File: config.mk
export PLATFORM = sky130hd
export DESIGN_NAME = instr_fetch
export DESIGN_NICKNAME = d
export VERILOG_FILES = /design/src/rtl/riscv_types.sv /design/src/rtl/fetch_fifo.sv /design/src/rtl/instr_fetch.sv
export SDC_FILE = /design/constraint.sdc
export NUM_CORES = 1
export LEC_CHECK = 0
export BUFFER_PORTS_ARGS = -buffer_cell sky130_fd_sc_hd__clkbuf_2
export CAP_MARGIN = 40
export CORE_ASPECT_RATIO = 0.8
export CORE_UTILIZATION = 35
export DETAILED_ROUTE_END_ITERATION = 12
export GPL_TIMING_DRIVEN = 1
export PLACE_DENSITY = 0.59
export SYNTH_ARGS = -nofsm -noshare
export SYNTH_HDL_FRONTEND = slang
export SYNTH_SLANG_ARGS = --single-unit
File: constraint.sdc
create_clock -name clk_in -period 12.1 [get_ports clk_in]
set_input_delay 0.605 -clock clk_in [delete_from_list [all_inputs] [get_ports clk_in]]
set_output_delay 0.605 -clock clk_in [all_outputs]
set_load 0.005 [all_outputs]
File: src/rtl/riscv_types.sv
// Shared fetch-side RISC-V definitions: canonical NOP encoding and fetch FSM states.
package riscv_types;

  localparam logic [31:0] RISCV_NOP = 32'h0000_0013;

  typedef enum logic [1:0] {RESET, RUN, DRAIN} fetch_state_t;

endpackage

File: src/rtl/fetch_fifo.sv
// Prefetch buffer of {pc, instr} words: zero-latency head, push and pop in the same cycle even when full.
// Flush empties it on the next edge; a push is dropped only when full without a same-cycle pop.
module fetch_fifo #(
  parameter int WIDTH = 32,
  parameter int DEPTH = 2
) (
  input  logic                       clk,
  input  logic                       rst_n,
  input  logic                       push,
  input  logic [2*WIDTH-1:0]         wdata,
  input  logic                       pop,
  input  logic                       flush,
  output logic [2*WIDTH-1:0]         rdata,
  output logic                       full,
  output logic                       empty,
  output logic [$clog2(DEPTH+1)-1:0] count
);

  localparam int AW = (DEPTH > 1) ? $clog2(DEPTH) : 1;
  localparam int CW = $clog2(DEPTH + 1);

  logic [2*WIDTH-1:0] mem [DEPTH];
  logic [AW-1:0]      rd_ptr;
  logic [AW-1:0]      wr_ptr;
  logic               do_push;
  logic               do_pop;

  function automatic logic [AW-1:0] next_ptr(input logic [AW-1:0] p);
    return (p == AW'(DEPTH - 1)) ? '0 : p + AW'(1);
  endfunction

  assign empty   = (count == '0);
  assign full    = (count == CW'(DEPTH));
  assign do_pop  = pop && !empty;
  assign do_push = push && (!full || do_pop);
  assign rdata   = mem[rd_ptr];

  always_ff @(posedge clk or negedge rst_n) begin
    if (!rst_n) begin
      rd_ptr <= '0;
      wr_ptr <= '0;
      count  <= '0;
    end else if (flush) begin
      rd_ptr <= '0;
      wr_ptr <= '0;
      count  <= '0;
    end else begin
      if (do_push) wr_ptr <= next_ptr(wr_ptr);
      if (do_pop)  rd_ptr <= next_ptr(rd_ptr);
      count <= count + CW'(do_push) - CW'(do_pop);
    end
  end

  always_ff @(posedge clk) begin
    if (do_push && !flush) mem[wr_ptr] <= wdata;
  end

endmodule

File: src/rtl/instr_fetch.sv
// Instruction fetch: sequential PC requests, in-order responses into a prefetch buffer, one instruction per cycle to decode.
// Grant to instr_out is two edges with a 1-cycle memory; stall holds the output while prefetch fills up to DEPTH.
module instr_fetch
  import riscv_types::*;
#(
  parameter int               WIDTH    = 32,
  parameter logic [WIDTH-1:0] RESET_PC = 32'h0000_0000,
  parameter int               DEPTH    = 2
) (
  input  logic             clk_in,
  input  logic             rst_n_in,
  input  logic             stall_in,
  input  logic             redirect_in,
  input  logic [WIDTH-1:0] redirect_pc_in,
  output logic             imem_req_out,
  output logic [WIDTH-1:0] imem_addr_out,
  input  logic             imem_gnt_in,
  input  logic             imem_rvalid_in,
  input  logic [WIDTH-1:0] imem_rdata_in,
  output logic [WIDTH-1:0] instr_out,
  output logic [WIDTH-1:0] pc_out,
  output logic             valid_out
);

  localparam int               CW  = $clog2(DEPTH + 1);
  localparam logic [WIDTH-1:0] NOP = WIDTH'(RISCV_NOP);

  fetch_state_t       state;
  logic [WIDTH-1:0]   fetch_pc;
  logic [WIDTH-1:0]   resp_pc;
  logic [WIDTH-1:0]   redirect_tgt;
  logic [CW-1:0]      out_cnt;
  logic [CW-1:0]      kill_cnt;
  logic [CW-1:0]      out_cnt_nxt;
  logic [CW-1:0]      kill_cnt_nxt;
  logic [CW-1:0]      fifo_count;
  logic               fifo_full;
  logic               fifo_empty;
  logic [2*WIDTH-1:0] head;
  logic               xfer;
  logic               rsp;
  logic               push;
  logic               pop;

  assign redirect_tgt = redirect_pc_in & ~WIDTH'(3);
  assign imem_addr_out = fetch_pc;

  // A same-cycle pop frees a slot, which keeps the stream at one instruction per cycle.
  assign pop          = !stall_in && !redirect_in && !fifo_empty;
  assign imem_req_out = (state != RESET) &&
                        (int'(out_cnt) + int'(fifo_count) - int'(pop) < DEPTH);
  assign xfer         = imem_req_out && imem_gnt_in;
  assign rsp          = imem_rvalid_in && (out_cnt != '0);
  assign push         = rsp && (kill_cnt == '0) && !redirect_in && (!fifo_full || pop);

  // On redirect everything still in flight after this edge is stale, including a same-cycle grant.
  assign out_cnt_nxt  = out_cnt + CW'(xfer) - CW'(rsp);
  assign kill_cnt_nxt = redirect_in ? out_cnt_nxt
                                    : kill_cnt - CW'(rsp && (kill_cnt != '0));

  fetch_fifo #(
    .WIDTH(WIDTH),
    .DEPTH(DEPTH)
  ) u_fifo (
    .clk  (clk_in),
    .rst_n(rst_n_in),
    .push (push),
    .wdata({resp_pc, imem_rdata_in}),
    .pop  (pop),
    .flush(redirect_in),
    .rdata(head),
    .full (fifo_full),
    .empty(fifo_empty),
    .count(fifo_count)
  );

  always_ff @(posedge clk_in or negedge rst_n_in) begin
    if (!rst_n_in) begin
      state     <= RESET;
      fetch_pc  <= RESET_PC;
      resp_pc   <= RESET_PC;
      out_cnt   <= '0;
      kill_cnt  <= '0;
      instr_out <= NOP;
      pc_out    <= RESET_PC;
      valid_out <= 1'b0;
    end else begin
      out_cnt  <= out_cnt_nxt;
      kill_cnt <= kill_cnt_nxt;
      case (state)
        RESET:   state <= RUN;
        default: state <= (kill_cnt_nxt != '0) ? DRAIN : RUN;
      endcase

      // resp_pc tracks the PC of the next live response; killed responses leave it alone.
      if (redirect_in) begin
        fetch_pc <= redirect_tgt;
        resp_pc  <= redirect_tgt;
      end else begin
        if (xfer) fetch_pc <= fetch_pc + WIDTH'(4);
        if (push) resp_pc  <= resp_pc + WIDTH'(4);
      end

      if (redirect_in || (!stall_in && fifo_empty)) begin
        instr_out <= NOP;
        valid_out <= 1'b0;
      end else if (!stall_in) begin
        instr_out <= head[WIDTH-1:0];
        pc_out    <= head[2*WIDTH-1:WIDTH];
        valid_out <= 1'b1;
      end
    end
  end

endmodule

==> results.cfg <==
[logic_synthesis]
synth.top_cell.area_share_pct = 34.7
synthArstFlopShare_pct = 51.8
synth_cell_types = 53
synth.avg_cell_area_um2 = 13.0
netlist_area_mm2 = 0.0107
synth_most_common_cell = dfrtp_1
synth-main-ff-cell = dfrtp_1
synth_top_cell_by_area = edfxtp_1
synth_seq_area_share_pct = 65.7
synth_warnings = 0
synthTopCellsByArea = edfxtp_1, dfrtp_1, mux2i_1
synth-edff-count = 124
ys_ff_latch = 257
synth_cells = 828
synth_common_cells = dfrtp_1, edfxtp_1, mux2i_1, nor2_1, nand2_1

[clock_network]
holdBufCountCts = 0
cts_tree = done
postCtsSetupRepairBufs = 0
clk_latency_ns = 0.53
numCtsBuffers = 29
htreeDepth = 1
cts_buffer_depth = 3
cts.sinks = 257
cts-root-buf = clkbuf_16
clk_pin_slew_ns = 0.06
cts_resized = 0

[cells_and_area]
diodes = 0
fin_util_pct = 43.8
final_cells = 1419
drive_gt1_share_pct = 25.4
area_growth_pct = 21.0
final_nets = 1072

[timing]
slew_viol_final = 0
finalCritPeriodShare_pct = 35.9
rsz0062_at_grt = false
max_slew_margin_pct = 42.3
setup_tns_ns = 0
timing.final.ws_setup_ns = 7.76
max_freq_mhz = 230
hold_viol = 0
period_needed_ns = 4.34
worst_slew_pin_slew_ns = 0.866
skew_ns = 0.00765
setup_viol = 0

[power]
leakagePower_uw = 0.00505
vdd_drop_max_mv = 0.0937
total_power_uw = 2560
power_density_mw_per_mm2 = 197

[global_routing]
antenna_found_initial = 0
track_usage_pct = 15.1
grt.met1_usage_pct = 22.4
grt_start_max_net_pins = 75
grt-ovfl-total = 0
grt_use_met2_pct = 22.7
top_usage_layer = met2
grt_pass1_vias = 6591
grt_use_met3_pct = 2.61
grt_pass1_wl_um = 36800

[setup_path]
cp_max_fo = 38
timing_worst_setup_path_type = input pin to flip-flop
cp.arrival_ns = 4.74
cp-end-kind = flip-flop
required_ns = 12.49
worstSetupStartpoint = redirect_in
startpoint_type = input pin
rr_startpoint = u_fifo.count[1]

[die]
rows = 56
core_area_mm2 = 0.0297
design.portCount = 168
die_h_um = 159
initial_core_util_pct = 36.1
die_area_mm2 = 0.0314
die_w_um = 198

[drt]
vias = 6901
initialDrtViolationCount = 364
wl_per_cell_um = 16.7
postRouteAntennaNets = 0
drc = 0
dr.pass1.iters = 4
wirelength_um = 23600
viasPerCell = 4.86

[placement]
numPortBuffers = 161
finalWeightedCongestion = 0.814
place_hpwl_um = 15600
pre_cts_slack_ns = 7.23
placedCellCount = 1366

[run_status]
outcome = finished, final reports clean

[run]
maxCapViolations = 0

[worst_hold_path]
hold_class = input pin to async pin
==> worst paths after layout <==
kind | depth (start not counted) | to | slack (ns)
worst max-delay path | 19 | state[0] | 7.76
worst min-delay path | 1 | imem_addr_out[7] | 0.11
worst max register to register | 18 | state[0] | 7.77
worst min register to register | 2 | instr_out[3] | 0.47
max in group asynchronous | 3 | u_fifo.rd_ptr | 11.02
min in group clk_in | 1 | u_fifo.mem[0][14] | 0.26
==> metrics by stage <==
stage | instance area (µm²) | hold slack (ns)
detailed placement | 12000 | 0.470
floorplan | 10800 | 0.309
finish | 13000 | 0.113
global route | 13000 | 0.162
global placement | 11900 | 0.461
CTS | 13000 | 0.125
==> where the power goes <==
part           total, µW  internal [µW]  leakage [µW]  switching, µW
Clock                891            549      0.000491            342
Sequential          1150           1060       0.00272           93.2
Combinational        512            225       0.00184            287
==> metal layers <==
layer | share of wire [%] | vias to the layer above
li1 | - | 3347
met2 | 43 | 164
met1 | 50 | 3360
met5 | 0 | -
met4 | 1.7 | 0
met3 | 4.6 | 30
==> flip-flops by register name (all words and copies together), names as in the netlist <==
| register | flops |
|---|---|
| imem_addr_out | 30 |
| state | 2 |
| valid_out | 1 |
| kill_cnt | 2 |
| u_fifo.count | 2 |
| u_fifo.rd_ptr | 1 |
| instr_out | 32 |
| pc_out | 30 |
| out_cnt | 2 |
| u_fifo.mem | 124 |
| u_fifo.wr_ptr | 1 |
| resp_pc | 30 |
==> kinds of logic (layout without fill, tap and decap cells) <==
| family | count (synthesis) | in the layout | synth area share [%] |
|---|---|---|---|
| compound gates | 139 | 139 | 7.86 |
| xor+xnor | 40 | 40 | 3.26 |
| fa+ha+maj | 11 | 11 | 1.35 |
| buf+inv | 62 | 244 | 2.53 |
| flops | 257 | 257 | 65.7 |
| mux | 80 | 80 | 7.68 |
| other cells | 1 | 4 | 0.0349 |
| simple gates | 238 | 238 | 11.6 |
==> placed cells by master, fill, tap and decap left out, drive strengths merged, types with 4 or more instances in the layout <==
| cell | count |
|---|---|
| xor2 | 14 |
| or3 | 10 |
| nor2 | 61 |
| o31a | 14 |
| nand2b | 10 |
| xnor2 | 26 |
| clkinv | 10 |
| nor4 | 8 |
| mux2i | 61 |
| edfxtp | 124 |
| a21boi | 4 |
| o21ai | 47 |
| nand4 | 25 |
| and2 | 5 |
| a21oi | 42 |
| clkbuf | 200 |
| buf | 13 |
| conb | 4 |
| nand2 | 52 |
| or4 | 5 |
| and3 | 10 |
| inv | 18 |
| o31ai | 6 |
| mux2 | 19 |
| o21a | 5 |
| nand3 | 24 |
| nor3 | 13 |
| nor2b | 8 |
| ha | 10 |
| a31oi | 13 |
| dfrtp | 130 |
==> worst max-delay path: stages <==
cell and delay, ns:
clkbuf_2 0.07, buf_4 0.39, inv_2 0.06, nand2_1 0.42
inv_1 0.09, ha_1 0.29, nand2b_1 0.16, fa_1 0.55
o21ai_1 0.09, o32ai_4 0.39, nand2_1 0.29, ha_1 0.35
inv_1 0.04, ha_1 0.18, xnor2_1 0.13, xnor2_1 0.21
nand2_1 0.08, o21ai_0 0.17, o22ai_1 0.13
==> area by class of cell <==
class | instances | area (µm²)
fill | 2848 | 16700
sequential | 257 | 7060
multi-input combinational | 512 | 3430
timing repair buffer | 173 | 942
clock buffer | 40 | 840
tap | 406 | 508
clock inverter | 13 | 150
inverter | 18 | 67.6
Note: power is estimated with default switching activity, not from simulation.
